File: src/rtl/fused_op_scheduler.sv
// fused_op_scheduler: round-robin scheduler sharing one fused-ops datapath
// (MMU/CONV/ALU source plus registered ReLU/ADD stage) among N_REQ requesters.
// One command is in flight at a time; each response is tagged with the issuing
// requester index and flags a source timeout.
//
// Ports:
//   clk, rst_n              clock (rising edge), async active-low reset
//   req_valid/req_ready     per-requester handshake; req_ready is a one-hot grant
//   req_opcode, req_inb     flattened per-requester opcode (8b) and operand B (32b)
//   src_start, src_done     one-hot start/done pulses: [0]=MMU [1]=CONV [2]=ALU
//   fu_opcode, fu_inb       fused-stage controls, held for the whole command
//   fu_out                  registered fused-stage result
//   rsp_valid/rsp_ready     response handshake
//   rsp_data, rsp_id        result (0 on error) and requester index
//   rsp_err                 1 = source timed out
module fused_op_scheduler #(
  parameter int unsigned N_REQ   = 4,
  parameter int unsigned TIMEOUT = 1024,
  parameter int unsigned TO_W    = 11
) (
  input  logic                  clk,
  input  logic                  rst_n,
  input  logic [N_REQ-1:0]      req_valid,
  output logic [N_REQ-1:0]      req_ready,
  input  logic [8*N_REQ-1:0]    req_opcode,
  input  logic [32*N_REQ-1:0]   req_inb,
  output logic [2:0]            src_start,
  input  logic [2:0]            src_done,
  output logic [7:0]            fu_opcode,
  output logic [31:0]           fu_inb,
  input  logic [31:0]           fu_out,
  output logic                  rsp_valid,
  input  logic                  rsp_ready,
  output logic [31:0]           rsp_data,
  output logic [2:0]            rsp_id,
  output logic                  rsp_err
);

  localparam int unsigned IDX_W = (N_REQ > 1) ? $clog2(N_REQ) : 1;
  localparam int unsigned SUM_W = IDX_W + 1;

  typedef enum logic [2:0] {
    S_IDLE,
    S_ISSUE,
    S_WAIT_SRC,
    S_CAPTURE,
    S_RESP
  } state_t;

  state_t             r_state, w_state_nxt;
  logic [IDX_W-1:0]   r_ptr, w_ptr_nxt;
  logic [TO_W-1:0]    r_cnt, w_cnt_nxt;
  logic [2:0]         r_src_start, w_src_start_nxt;
  logic [7:0]         r_fu_opcode, w_fu_opcode_nxt;
  logic [31:0]        r_fu_inb, w_fu_inb_nxt;
  logic               r_rsp_valid, w_rsp_valid_nxt;
  logic [31:0]        r_rsp_data, w_rsp_data_nxt;
  logic [IDX_W-1:0]   r_rsp_id, w_rsp_id_nxt;
  logic               r_rsp_err, w_rsp_err_nxt;

  logic [N_REQ-1:0]   w_req_ready;
  logic               w_gnt_any;
  logic [IDX_W-1:0]   w_gnt_id;
  logic [SUM_W-1:0]   w_cand;
  logic [7:0]         w_gnt_op;
  logic [31:0]        w_gnt_inb;
  logic               w_done_hit;

  // Opcode to source unit: 0x30/0x32 -> MMU, 0x31 -> CONV, anything else -> ALU.
  function automatic logic [2:0] f_src_map(input logic [7:0] op);
    logic [2:0] sel;
    case (op)
      8'h30, 8'h32: sel = 3'b001;
      8'h31:        sel = 3'b010;
      default:      sel = 3'b100;
    endcase
    return sel;
  endfunction

  // Round-robin search: first valid requester at or after the pointer, wrapping.
  always_comb begin
    w_gnt_any = 1'b0;
    w_gnt_id  = '0;
    w_cand    = '0;
    for (int k = 0; k < int'(N_REQ); k++) begin
      w_cand = SUM_W'(r_ptr) + SUM_W'(k);
      if (w_cand >= SUM_W'(N_REQ)) begin
        w_cand = w_cand - SUM_W'(N_REQ);
      end
      if (!w_gnt_any && req_valid[w_cand[IDX_W-1:0]]) begin
        w_gnt_any = 1'b1;
        w_gnt_id  = w_cand[IDX_W-1:0];
      end
    end
  end

  // Pick the granted requester's opcode and operand out of the flattened buses.
  always_comb begin
    w_gnt_op  = '0;
    w_gnt_inb = '0;
    for (int i = 0; i < int'(N_REQ); i++) begin
      if (w_gnt_id == IDX_W'(i)) begin
        w_gnt_op  = req_opcode[8*i +: 8];
        w_gnt_inb = req_inb[32*i +: 32];
      end
    end
  end

  // Only the source this command started may complete it.
  assign w_done_hit = |(src_done & f_src_map(r_fu_opcode));

  // Next-state and next-register values.
  always_comb begin
    w_state_nxt     = r_state;
    w_ptr_nxt       = r_ptr;
    w_cnt_nxt       = r_cnt;
    w_src_start_nxt = 3'b000;
    w_fu_opcode_nxt = r_fu_opcode;
    w_fu_inb_nxt    = r_fu_inb;
    w_rsp_valid_nxt = r_rsp_valid;
    w_rsp_data_nxt  = r_rsp_data;
    w_rsp_id_nxt    = r_rsp_id;
    w_rsp_err_nxt   = r_rsp_err;
    w_req_ready     = '0;

    case (r_state)
      S_IDLE: begin
        if (w_gnt_any) begin
          // Grant is suppressed while reset is asserted.
          w_req_ready[w_gnt_id] = rst_n;
          w_fu_opcode_nxt       = w_gnt_op;
          w_fu_inb_nxt          = w_gnt_inb;
          w_rsp_id_nxt          = w_gnt_id;
          w_ptr_nxt             = (w_gnt_id == IDX_W'(N_REQ - 1)) ? '0
                                                                  : w_gnt_id + IDX_W'(1);
          // Start pulse is registered so it lands exactly in the ISSUE cycle.
          w_src_start_nxt       = f_src_map(w_gnt_op);
          w_state_nxt           = S_ISSUE;
        end
      end

      S_ISSUE: begin
        w_cnt_nxt   = '0;
        w_state_nxt = S_WAIT_SRC;
      end

      S_WAIT_SRC: begin
        // Done takes priority over a timeout in the same cycle.
        if (w_done_hit) begin
          w_state_nxt = S_CAPTURE;
        end else if (r_cnt == TO_W'(TIMEOUT - 1)) begin
          w_rsp_err_nxt   = 1'b1;
          w_rsp_data_nxt  = '0;
          w_rsp_valid_nxt = 1'b1;
          w_state_nxt     = S_RESP;
        end else begin
          w_cnt_nxt = r_cnt + TO_W'(1);
        end
      end

      S_CAPTURE: begin
        // Fused stage has had its register cycle; fu_out is now valid.
        w_rsp_data_nxt  = fu_out;
        w_rsp_err_nxt   = 1'b0;
        w_rsp_valid_nxt = 1'b1;
        w_state_nxt     = S_RESP;
      end

      S_RESP: begin
        if (rsp_ready) begin
          w_rsp_valid_nxt = 1'b0;
          w_state_nxt     = S_IDLE;
        end
      end

      default: begin
        w_state_nxt = S_IDLE;
      end
    endcase
  end

  // State and datapath registers.
  always_ff @(posedge clk or negedge rst_n) begin
    if (!rst_n) begin
      r_state     <= S_IDLE;
      r_ptr       <= '0;
      r_cnt       <= '0;
      r_src_start <= 3'b000;
      r_fu_opcode <= 8'h00;
      r_fu_inb    <= 32'h0;
      r_rsp_valid <= 1'b0;
      r_rsp_data  <= 32'h0;
      r_rsp_id    <= '0;
      r_rsp_err   <= 1'b0;
    end else begin
      r_state     <= w_state_nxt;
      r_ptr       <= w_ptr_nxt;
      r_cnt       <= w_cnt_nxt;
      r_src_start <= w_src_start_nxt;
      r_fu_opcode <= w_fu_opcode_nxt;
      r_fu_inb    <= w_fu_inb_nxt;
      r_rsp_valid <= w_rsp_valid_nxt;
      r_rsp_data  <= w_rsp_data_nxt;
      r_rsp_id    <= w_rsp_id_nxt;
      r_rsp_err   <= w_rsp_err_nxt;
    end
  end

  assign req_ready = w_req_ready;
  assign src_start = r_src_start;
  assign fu_opcode = r_fu_opcode;
  assign fu_inb    = r_fu_inb;
  assign rsp_valid = r_rsp_valid;
  assign rsp_data  = r_rsp_data;
  assign rsp_id    = 3'(r_rsp_id);
  assign rsp_err   = r_rsp_err;

endmodule

File: config.mk
export PLATFORM = sky130hd
export DESIGN_NAME = fused_op_scheduler
export DESIGN_NICKNAME = d
export VERILOG_FILES = /design/src/rtl/fused_op_scheduler.sv
export SDC_FILE = /design/constraint.sdc
export NUM_CORES = 1
export LEC_CHECK = 0
export CORE_MARGIN = 2
export CORE_UTILIZATION = 36
export CTS_BUF_LIST = sky130_fd_sc_hd__clkbuf_8 sky130_fd_sc_hd__clkbuf_16
export CTS_CLUSTER_DIAMETER = 30
export CTS_CLUSTER_SIZE = 14
export DETAILED_ROUTE_END_ITERATION = 8
export PLACE_DENSITY = 0.79
export RECOVER_POWER = 50
export SLEW_MARGIN = 0
export SYNTH_ARGS = -nofsm -noshare
export SYNTH_HDL_FRONTEND = slang
export SYNTH_SLANG_ARGS = --single-unit
File: constraint.sdc
create_clock -name clk -period 3 [get_ports clk]
set_input_delay 0.6 -clock clk [delete_from_list [all_inputs] [get_ports clk]]
set_output_delay 0.6 -clock clk [all_outputs]
set_load 0.005 [all_outputs]
; ---- Word-level counts from Yosys, hierarchy flattened
; Index checks and enable logic that the tools add are counted.
[totals]
regBits = 95
input_bits = 202
out_inout_bits = 84
elab_cells = 124
[op_classes]
n_addsub = 9
n_lt_le_gt_ge = 10
n_eq_ne = 20
n_mux = 53
bitwise_logic = 2
n_reduce_logical = 20
[ops]
columns = cell, n
row1 = $mux 32, 6
row2 = $pmux 32 s2, 1
row3 = $eq 8x6->1 const B, 6
row4 = $mux 8, 4
row5 = $mux 11, 2
row6 = $pmux 11 s2, 1
row7 = $mux 2, 9
row8 = $mux 3, 6
row9 = $lt 2x3->1 const B, 5
row10 = $pmux 3 s5, 1
row11 = $mux 1, 12
row12 = $pmux 3 s2, 2
row13 = $add 11x1->11 const B, 1
row14 = $eq 11x10->1 const B, 1
row15 = $ne 2x2->1 const B, 5
row16 = $ge 3x3->1 const B, 3
row17 = $reduce_and 3->1, 3
row18 = $bmux 1 s2, 4
row19 = $mux 4, 2
row20 = $sub 2x1->2 const B, 4
row21 = $add 2x2->3 const B, 2
row22 = $eq 3x2->1 const B, 2
row23 = $and 4x4->4, 1
row24 = $eq 2x2->1 const B, 2
row25 = 22 further kinds, 29

; ---- Longest topological paths before layout
; Gate-level depths: netlist of run 1.
[logic_depth]
depth_word = 24
depth_mapped = 13
depth_no_buf = 11

; ---- Worst setup path after synthesis of run 1
; Ideal clock, no wire load.
[synth_path]
path_kind = input -> output
startpoint = input req_valid[0]
endpoint = output req_ready[3]
arrival_ps = 2491
required_ps = 2400
path_slack_ps = -91
cell_stages = 9
path_buffers = 3
path_cell_list = nand2_1 -> o21ai_0 -> a221oi_1 -> nor2b_1 -> ha_1 -> clkbuf_1 -> buf_1 -> buf_1 -> and3_1
[synth_between]
elab_chain_len = 19
elab_cells_between_ends = 30
classes_between = order compare: 2 / mux: 20 / bitwise: 1 / reduce/logical: 7
[synth_lines]
columns = item, line
row1 = from (decl), 23  ; input logic [N_REQ-1:0] req_valid,
row2 = $bmux 1 s2, 90  ; if (!w_gnt_any && req_valid[w_cand[IDX_W-1:0]]) begin
row3 = $mux 1 (not written as such), 90
row4 = $mux 1, 90
row5 = $logic_not 1->1, 90
row6 = $logic_and 1x1->1, 90
row7 = $mux 1, 90
row8 = $logic_not 1->1, 90
row9 = $logic_and 1x1->1, 90
row10 = [4 not listed], --
row11 = net w_gnt_id[0], 63  ; logic [IDX_W-1:0] w_gnt_id;
row12 = $lt 2x3->1 (not written as such) or $ge 2x1->1 (tied branches), 130  ; w_req_ready[w_gnt_id] = rst_n;
row13 = $logic_and 1x1->1 (not written as such), 130
row14 = $mux 1 (not written as such), 130
row15 = $demux 1 s2 (*), 130
row16 = $and 4x4->4 (no source line) (*), --
row17 = $mux 4 (*), 128  ; if (w_gnt_any) begin
row18 = $mux 4 (*), 126  ; case (r_state)
row19 = to (decl), 24  ; output logic [N_REQ-1:0] req_ready,
; Mark *: on every way through the listed nets, which the timed path passes. The rest lies on a longest branch. The select of a mux whose other input is x is not followed.

; ---- Worst setup path in the final report of run 1
[layout_path]
startpoint = input req_valid[2]
endpoint = output req_ready[0]
; Same word-level chain as after synthesis.

==> results.md, run 1 <==
* Hold-fix buffers, CTS at 0
* Placed cells at around 1,100
* Post-DRT Antenna Nets at 0
* Peak supply drop at around 0.37 mV
* Area of the die at about 16,000 um2
* Initial DRC count at 251
* CTS clk-pin slew, worst paths at 0.07 ns
* Max Used Layer: met4
* CP arrival at roughly 2.3 ns
* Clock Sinks at 95
* Final count of pins violating max slew at 80
* Fin crit period at 2.91 ns
* Vias in the first global route at approximately 5,500
* Largest net degree at the start of global routing at 80
* Total power at 7920 uW
* Failing checks: capacitance limit, slew limit
* Worst hold path type: primary input to asynchronous set/reset pin
* Crit path kind: primary input to output pin
* Post-Syn Nets at 800
* Worst setup SP type: primary input
* Metal2 WL at 9.06 mm
* M1 wire length at 7.36 mm
* Port-buffer cells at between 200 and 300
* CP endpoint kind: output pin
* Setup slack, reg-to-reg at around 0.26 ns
* Fmax achieved at around 340 MHz
* Fillers at 1,239
* Root buf cell: clkbuf_16
* Post-DP HPWL at about 14 mm
* Syn. warnings at 0
* Initial Util at 36.5%
* CTS Buf Count at 9
* Routed via count at 5,573
* Ys async rst share at 100%
* DRT Pass-1 Iters at 4
* Fin crit share at 97.0%
* Post-Synthesis Cells at ~590
* Most common cell after layout, fill and taps aside: clkdlybuf4s50_1
* Drt via density at approximately 5.2
* Synth Register Bits at 95
* Final-report hold violation count at 0
* Remaining Overflow, GRT at 0
* Residual DRC at 0
* H-tree depth at 3
* Row Count at 44
* Worst Clk Skew at about 0.0062 ns
* Multi-input logic area at 2740 um2
* Required time of the critical path at 2.40 ns
* Most frequent cells in the layout: clkdlybuf4s50_1, nand2_1, dfrtp_1
* Post-Syn Area at ~5300 um2
* Sequential fraction of the synthesis area at 45.1%
* Worst-Skew Late Latency at 0.35 ns
* Pwr/cell area at ~900 nW/um2
* Final setup vio count at 0
* Total core area at 14,400 um2
* Routability cong. at 0.887
* Top-Level Pins at 286
* CTS tree: built
* Maximum fanout along the worst path at 2
* Met3 Routed Length at 1.33 mm
* Max-cap violations at 1
* Ant. Diodes at 0
* GR Util All Layers at 23.2%
* Number of flops mapped to enable cells by yosys at 0
* Die H at 125 um
* Area delta synth->final at 67.9%
* Avg Inst Size Synth at 8.88 um2
* Worst Max-Slew Pin Slew at 2.00 ns
* First-pass GRT wire length at a little under 30 mm
* Leakage power at 0.00360 uW
* Worst R2R End: src_start[2]$_DFF_PN0_
* Slew margin rel. at -33.0%
* Non-filler instance count after layout at 1,068
* Routed WL per cell at 16.9 um
* Synth cell types at ~50
* Final Net Count at 1,086
* Worst r2r src: r_ptr[0]$_DFFE_PN0P_
* Layout cells sized above 1 at 9.16%
* Status: finished, violations left
* Worst r2r path cells at 13
* Die W at 125 um
* Primary FF master, synth: dfrtp_1
* Antenna violations before repair at 0
* RSZ-0062 raised after global routing: yes
* Clk buf depth at 2
* Storage element area at 2380 um2
* Post-Route WL at between 15 and 20 mm
[synthesized netlist by cell type, types with 10 or more instances]
cell / instances / area share (%)
a22o_1: 34 / 5.7
nand3_1: 10 / 0.95
clkbuf_1: 34 / 2.4
inv_1: 10 / 0.71
nor2_1: 13 / 0.93
nor3_1: 10 / 0.95
o21ai_0: 16 / 1.5
nand2_1: 106 / 7.6
o21a_1: 33 / 4.7
nand3b_1: 32 / 4.6
a21oi_1: 79 / 7.5
dfrtp_1: 95 / 45
o211ai_1: 34 / 4.8
[stage by stage]
step	setup WS (ns)	util [%]	instance area [um2]	TNS [ns]	hold slack, ns
floorplan	0.00918	-	5270	0	0.304
global placement	-0.542	58.6	8450	-13.22	0.470
detailed placement	-0.637	58.6	8450	-17.41	0.470
CTS	0.0158	61.2	8820	0	0.137
global route	-0.0190	61.3	8840	-0.0338	0.139
finish	0.0896	61.3	8840	0	0.137
[routing by layer]
| layer | up-vias | GRT usage [%] |
|---|---|---|
| met5 | - | 0 |
| met4 | 0 | 5.88 |
| met3 | 15 | 6.25 |
| met2 | 213 | 40.4 |
| met1 | 2609 | 28.7 |
| li1 | 2736 | - |
[report_power, final]
part / switching (uW) / total [uW] / internal [uW]
logic: 2080 / 4470 / 2390
registers: 370 / 2230 / 1860
clock network: 552 / 1220 / 669
total: 3000 / 7920 / 4920
[layout make-up]
type / instances / share of cell area, %
Sequential cell: 95 / 26.9
Inverter: 10 / 0.425
Tap cell: 184 / 2.60
Clock inverter: 7 / 1.00
Clock buffer: 9 / 2.55
Multi-Input combinational cell: 439 / 31.0
Timing Repair Buffer: 324 / 35.6
[timing repair]
item                                    in CTS  in global routing
resized for setup                           18                  9
buffers inserted                             2                  0
hold endpoints to repair                     0                  0
cloned                                       0                  0
pin swaps                                    2                  3
endpoints found under the setup margin      34                 14
[sequential cells by signal, summed over array words and instances (netlist names)]
name,cells
rsp_err,1
rsp_valid,1
r_cnt,11
rsp_data,32
fu_inb,32
r_rsp_id,2
r_state,3
src_start,3
r_ptr,2
fu_opcode,8
[kinds of logic after synthesis]
group | Yosys count | synth area share [%]
buf+inv | 59 | 4.56
flops | 95 | 45.1
other cells | 1 | 0.0712
mux | 7 | 1.35
fa+ha+maj | 5 | 1.19
simple gates | 205 | 19.6
compound gates | 221 | 28.0
[worst max-delay path, stage by stage]
cell and delay [ns]:
clkdlybuf4s50_1 0.43, buf_4 0.16, nor4_4 0.34, nor2b_4 0.09, inv_1 0.10, ha_2 0.19, and3_1 0.13, dlygate4sd2_1 0.27
[worst max path at each step]
stage	start	end	slack, ns	cells past startpoint
floorplan	req_valid[0]	req_ready[3]	0.009	9
CTS	req_valid[2]	req_ready[3]	0.02	8
finish	req_valid[2]	req_ready[0]	0.09	8
global placement	req_valid[1]	req_ready[3]	-0.54	8
detailed placement	req_valid[1]	req_ready[3]	-0.64	8
global route	req_valid[3]	req_ready[0]	-0.02	8
(Power assumes the default switching activity.)
==> inputs of run 2 (changes only) <==
- CORE_MARGIN: 2 -> default
==> run 2 against run 1 <==
The flow now finishes without violations. Design area grew 0.30%. Clock skew increased by 0.00089 ns. Clock-buffer cell count increased by 2. Critical endpoint unchanged. Largest cell class unchanged. Largest power group unchanged.
==> results.md, run 2 (synthesis gave the netlist of run 1 again) <==
* Status: complete, no violations
* Comb power frac at 56.6% (+0.2 points)
* Initial Util at 37.4% (+0.85 points)
* Routed WL per cell at 17.3 um (+2.4%)
* Sequential Power Share at 28.1% (about the same)
* CP arrival at 2.24 ns (-0.07 ns)
* CTS clk-pin slew, worst paths at 0.06 ns (about the same)
* Setup slack, reg-to-reg at 0.20 ns (-0.06 ns)
* Post-DP HPWL at 13.9 mm (+2.4%)
* Storage element area at 2380 um2 (unchanged)
* Total core area at 14,100 um2 (-2.3%)
* Hold Startpoint: fu_inb[8]$_DFFE_PN0P_
* Antenna violations before repair at 0 (unchanged)
* Worst Max-Slew Pin Slew at 1.28 ns (-0.716 ns)
* Non-filler instance count after layout at 1,067 (-0.094%)
* Peak supply drop at 0.419 mV (+13%)
* Row Count at 43 (-2.3%)
* Worst r2r src: r_ptr[1]$_DFFE_PN0P_
* Internal power at 4980 uW (+1.3%)
* Initial DRC count at 298 (+19%)
* Vias in the first global route at 5,478 (-0.81%)
* Global-route layer with the greatest usage: met2
* Worst R2R End: src_start[2]$_DFF_PN0_
* Post-DRT Antenna Nets at 0 (unchanged)
* Sum Neg Setup Slack at 0 ns (unchanged)
* CP max stage delay at 0.29 ns (-0.14 ns)
* Area of the die at 15,100 um2 (-3.2%)
* Leakage power at 0.00363 uW (+0.75%)
* Most frequent cells in the layout: clkdlybuf4s50_1, nand2_1, dfrtp_1
* Hold path endpoint: fu_inb[8]$_DFFE_PN0P_
* Fillers at 1,215 (-1.9%)
* Final Net Count at 1,089 (+0.28%)
* Layout cells sized above 1 at 9.24% (+0.082 points)
* Die W at 123 um (-1.6%)
* Worst setup SP type: primary input
* Clock Sinks at 95 (unchanged)
* Worst r2r path cells at 12 (-1)
* Crit-path cells: dlygate4sd2_1 > nand2_1 > o21ai_1 > a221oi_4 > nor2b_4 > buf_6 > inv_1 > ha_1 > and3_1 > buf_2
* Routed via count at 5,630 (+1.0%)
* Final count of pins violating max slew at 0 (-100%)
* Routability cong. at 0.904 (+1.9%)
* Required time of the critical path at 2.40 ns (about the same)
* Switch share at 37.5% (-0.42 points)
* Met3 global-route usage at 5.49% (-0.76 points)
* Placed cells at 1,046 (-0.38%)
* Die H at 123 um (-1.6%)
* Residual DRC at 0 (unchanged)
* Hold depth at 1
* CP endpoint kind: output pin
* Fin crit share at 94.5% (-2.5 points)
* Top-Level Pins at 286 (unchanged)
* Final setup vio count at 0 (unchanged)
* GR Layer Usage met2 at 42.6% (+2.2 points)
* Multi-input logic area at 2750 um2 (+0.41%)
* Worst-Skew Late Latency at 0.34 ns (about the same)
* DRT Pass-1 Iters at 4 (unchanged)
* Max-cap violations at 0 (-1)
* Clk pwr share at 15.2% (-0.2 points)
* Worst hold path type: flop to flop
* Slew margin rel. at 14.7% (+48 points)
* Fin crit period at 2.84 ns (-0.0753 ns)
* CTS tree: built
* Sw power at 2990 uW (-0.48%)
* Largest net degree at the start of global routing at 67 (-16%)
* Post-Route WL at 18.4 mm (+2.3%)
* Worst Clk Skew at 0.00709 ns (+0.000894 ns)
* RSZ-0062 raised after global routing: no
* GR Util All Layers at 24.4% (+1.1 points)
* Crit path kind: primary input to output pin
* Fmax achieved at 353 MHz (+2.7%)
* Root buf cell: clkbuf_16
* Maximum fanout along the worst path at 5 (+3)
* Area delta synth->final at 68.4%
* Slowest CP cell: dlygate4sd2_1
* Pwr/cell area at 899 nW/um2 (+0.35%)
* Drt via density at 5.28 (+1.1%)
* CTS Buf Count at 9 (unchanged)
* Ant. Diodes at 0 (unchanged)
* First-pass GRT wire length at 28.1 mm (-3.3%)
* H-tree depth at 3 (unchanged)
* Hold Worst Slack at 0.483 ns (+0.346 ns)
* Most common cell after layout, fill and taps aside: clkdlybuf4s50_1
* Remaining Overflow, GRT at 0 (unchanged)
* Clk buf depth at 2 (unchanged)
* Global Route met1 Usage at 29.0% (+0.30 points)
* Final-report hold violation count at 0 (unchanged)
* Port-buffer cells at 284 (unchanged)
run 2: cell types whose count changed in the layout (fill, tap and decap cells not counted), sizes merged:
cell / previous run / this run
clkinvlp: 1 / 2
buf: 40 / 42
clkdlybuf4s15: 1 / 2
dlymetal6s2s: 0 / 3
clkbuf: 12 / 15
inv: 14 / 12
clkinv: 1 / 0
dlygate4sd2: 3 / 1
clkdlybuf4s50: 238 / 236
run 2: repair_timing:
action	4_1_cts	5_1_grt
setup endpoints to repair	7	42
endpoints found under the hold margin	0	0
buffers inserted	4	1
hold buffers	0	0
resized for setup	18	15
pin swaps	1	5
run 2: how the worst max path moves through the flow:
stage | slack [ns] | from | end
2_1_floorplan | 0.009 | req_valid[0] | req_ready[3]
3_3_place_gp | -0.46 | req_valid[0] | req_ready[3]
3_5_place_dp | -0.48 | req_valid[0] | req_ready[3]
4_1_cts | 0.009 | req_valid[1] | req_ready[3]
5_1_grt | 0.005 | req_valid[0] | src_start[2]$_DFF_PN0_
6_report | 0.16 | req_valid[0] | req_ready[0]
run 2: critical path: cells and delay by family:
| family | cells | cell delay (ns) |
|---|---|---|
| buffers and inverters | 4 | 0.63 |
| and+or+nand+nor | 3 | 0.40 |
| AOI/OAI and AO/OA | 2 | 0.39 |
| adders and majority gates | 1 | 0.22 |
run 2: per-stage QoR:
| step | power, uW | setup slack [ns] | utilization (%) | instance area, um2 |
|---|---|---|---|---|
| 6_report | 7970 | 0.165 | 62.9 | 8870 |
| 5_1_grt | 8570 | 0.00464 | 62.9 | 8870 |
| 4_1_cts | 8060 | 0.00866 | 62.5 | 8810 |
| 3_5_place_dp | 6740 | -0.484 | 59.9 | 8440 |
| 3_3_place_gp | 6670 | -0.462 | 59.9 | 8440 |
| 2_1_floorplan | 4560 | 0.00918 | - | 5270 |
run 2: layout make-up:
| class | instances | share of cell area [%] |
|---|---|---|
| Timing Repair Buffer | 327 | 35.7 |
| Inverter | 10 | 0.423 |
| Clock buffer | 11 | 2.85 |
| Sequential cell | 95 | 26.8 |
| Clock inverter | 5 | 0.706 |
| Tap cell | 180 | 2.54 |
| Multi-Input combinational cell | 439 | 31.0 |
run 2: routing by layer:
metal  routed length [um]  up-vias
met5                    0        -
met4                  442        0
met3                 1340       33
met2                 9240      222
met1                 7400     2629
li1                     -     2746
run 2: power by group through the flow:
stage	clock (uW)	combinational [uW]	sequential, uW
floorplan	0	2330	2230
global placement	0	4420	2250
finish	1220	4510	2240
CTS	1240	4570	2250
global route	1300	4950	2310
detailed placement	0	4480	2260
==> inputs of run 3 (changes only) <==
- CORE_ASPECT_RATIO: default -> 0.7
==> run 3 against run 2 <==
Global-route usage shrank 0.51 points. Wire length shrank 2.5%. Clock skew grew 0.0041 ns. Die area is essentially flat. Clock-buffer cell count shrank 2. Sequential power is essentially flat. Via count shrank 0.52%. Setup slack gained 0.012 ns. Cell count grew 0.37%. Critical path depth shrank 1. Fmax grew 0.44%. Register-to-register slack gained 0.06 ns.
==> results.md, run 3 (synthesis gave the netlist of run 1 again) <==
* Max-cap violations at 0 (unchanged)
* Final setup vio count at 0 (unchanged)
* Hold Worst Slack at 0.483 ns (-0.000650 ns)
* Post-DP HPWL at 13.8 mm (-0.97%)
* Clk buf depth at 2 (unchanged)
* Maximum fanout along the worst path at 4 (-1)
* Slowest CP cell: dfrtp_1
* CP max stage delay at 0.40 ns (+0.11 ns)
* Fillers at 1,209 (-0.49%)
* Root buf cell: clkbuf_16
* Crit-path cells: inv_1 > o21ai_1 > a221oi_2 > nor2b_1 > buf_4 > inv_1 > ha_2 > and3_1 > dlygate4sd2_1
* RSZ-0062 raised after global routing: no
* Final Net Count at 1,084 (-0.46%)
* Most common cell after layout, fill and taps aside: clkdlybuf4s50_1
* Clk pwr share at 14.6% (-0.6 points)
* Routed via count at 5,601 (-0.52%)
* Sequential Power Share at 28.6% (+0.5 points)
* Routed WL per cell at 16.8 um (-2.9%)
* Die H at 103 um (-16%)
* Switch share at 37.3% (-0.18 points)
* Ant. Diodes at 0 (unchanged)
* Clock Sinks at 95 (unchanged)
* Initial DRC count at 195 (-35%)
* CP endpoint kind: output pin
* Total core area at 14,100 um2 (about the same)
* CTS tree: built
* Final count of pins violating max slew at 0 (unchanged)
* Worst Clk Skew at 0.0112 ns (+0.00408 ns)
* Layout cells sized above 1 at 8.06% (-1.2 points)
* Post-DRT Antenna Nets at 0 (unchanged)
* Post-CTS Setup Repair Bufs at 0 (-4)
* Required time of the critical path at 2.40 ns (about the same)
* Worst Max-Slew Pin Slew at 1.20 ns (-0.0829 ns)
* Row Count at 36 (-16%)
* Peak supply drop at 0.369 mV (-12%)
* Fmax achieved at 354 MHz (+0.44%)
* CP arrival at 2.22 ns (-0.02 ns)
* CTS Buf Count at 9 (unchanged)
* Internal power at 4890 uW (-1.9%)
* H-tree depth at 3 (unchanged)
* Multi-input logic area at 2700 um2 (-1.8%)
* Slew margin rel. at 20.2% (+5.5 points)
* Non-filler instance count after layout at 1,071 (+0.37%)
* Comb power frac at 56.8% (+0.2 points)
* Routability cong. at 0.926 (+2.4%)
* Top-Level Pins at 286 (unchanged)
* Area delta synth->final at 66.9%
* Worst setup SP type: flop
* Pwr/cell area at 887 nW/um2 (-1.3%)
* DRT Pass-1 Iters at 5 (+1)
* Final-report hold violation count at 0 (unchanged)
* Initial Util at 37.4% (about the same)
* Residual DRC at 0 (unchanged)
* Remaining Overflow, GRT at 0 (unchanged)
* Largest net degree at the start of global routing at 64 (-4.5%)
* Die W at 147 um (+19%)
* Placed cells at 1,056 (+0.96%)
* Drt via density at 5.23 (-0.89%)
* Post-DP Area at 8500 um2 (+0.62%)
* Vias in the first global route at 5,526 (+0.88%)
* Fin crit period at 2.82 ns (-0.0124 ns)
* Most frequent cells in the layout: clkdlybuf4s50_1, nand2_1, dfrtp_1
* Fin crit share at 94.1% (-0.41 points)
* Sum Neg Setup Slack at 0 ns (unchanged)
* Total power at 7800 uW (-2.2%)
* Storage element area at 2380 um2 (about the same)
* Status: complete, no violations
* First-pass GRT wire length at 28.2 mm (+0.49%)
* GR Util All Layers at 23.8% (-0.51 points)
* CTS clk-pin slew, worst paths at 0.07 ns (about the same)
* Final Cell Area at 8790 um2 (-0.86%)
* Leakage power at 0.00358 uW (-1.3%)
* Antenna violations before repair at 0 (unchanged)
* Worst hold path type: flop to flop
* Worst-Skew Late Latency at 0.34 ns (about the same)
* Area of the die at 15,100 um2 (about the same)
* Critical path's most frequent cell: inv_1
* Sw power at 2910 uW (-2.7%)
* Port-buffer cells at 284 (unchanged)
* Post-Route WL at 18.0 mm (-2.5%)
* Crit path kind: flop to output pin
==> run 3: changes by cell type in the layout (fill, tap and decap cells not counted), moves of 3 or more <==
cell / previous run / this run
buf_4: 38 / 32
dlygate4sd2_1: 1 / 6
buf_12: 1 / 4
dlymetal6s2s_1: 3 / 0
==> run 3: layout make-up <==
| type | count | area share [%] |
|---|---|---|
| clock buffer | 9 | 2.56 |
| clock inverter | 6 | 0.712 |
| inverter | 10 | 0.427 |
| multi-input combinational | 439 | 30.7 |
| sequential | 95 | 27.1 |
| tap | 190 | 2.70 |
| timing repair buffer | 322 | 35.8 |
==> run 3: worst paths after layout <==
path	start	endpoint	slack, ns	cells past startpoint
max in group asynchronous	rst_n	r_ptr[1]$_DFFE_PN0P_	0.65	3
hold / removal	fu_inb[6]$_DFFE_PN0P_	fu_inb[6]$_DFFE_PN0P_	0.48	1
setup reg to reg	r_ptr[0]$_DFFE_PN0P_	src_start[2]$_DFF_PN0_	0.26	13
min in group asynchronous	rst_n	fu_inb[5]$_DFFE_PN0P_	0.49	1
hold reg to reg	fu_inb[6]$_DFFE_PN0P_	fu_inb[6]$_DFFE_PN0P_	0.48	1
setup / recovery	r_ptr[0]$_DFFE_PN0P_	req_ready[2]	0.18	9
==> run 3: timing repair <==
action,4_1_cts,5_1_grt
setup endpoints to repair,7,8
hold buffers,0,0
resized for setup,13,6
pin swaps,2,0
==> run 3: power groups by stage <==
stage | clock network (uW) | logic (uW) | registers, uW
2_1_floorplan | 0 | 2330 | 2230
3_3_place_gp | 0 | 4450 | 2240
3_5_place_dp | 0 | 4540 | 2250
4_1_cts | 1170 | 4570 | 2240
5_1_grt | 1210 | 4910 | 2310
6_report | 1140 | 4430 | 2230
==> run 3: worst max-delay path: cells and delay by family (launching register included) <==
family                     cells  cell delay [ns]
AOI/OAI and AO/OA              2             0.36
adders and majority gates      1             0.21
buffers and inverters          4             0.61
DFF                            1             0.40
and+or+nand+nor                2             0.30
==> run 3: layer usage <==
layer  up-vias  share of wire [%]  GRT usage (%)
met5         -                  0              0
met4         0                2.6           7.61
met3        32                6.6           6.54
met2       200                 48           39.6
met1      2639                 43           30.6
li1       2730                  -              -
==> run 3: stage by stage <==
stage	utilization, %	setup WS [ns]
6_report	62.4	0.177
5_1_grt	62.4	0.0184
4_1_cts	62.5	0.0114
3_5_place_dp	60.3	-0.415
3_3_place_gp	60.3	-0.363
2_1_floorplan	-	0.00918
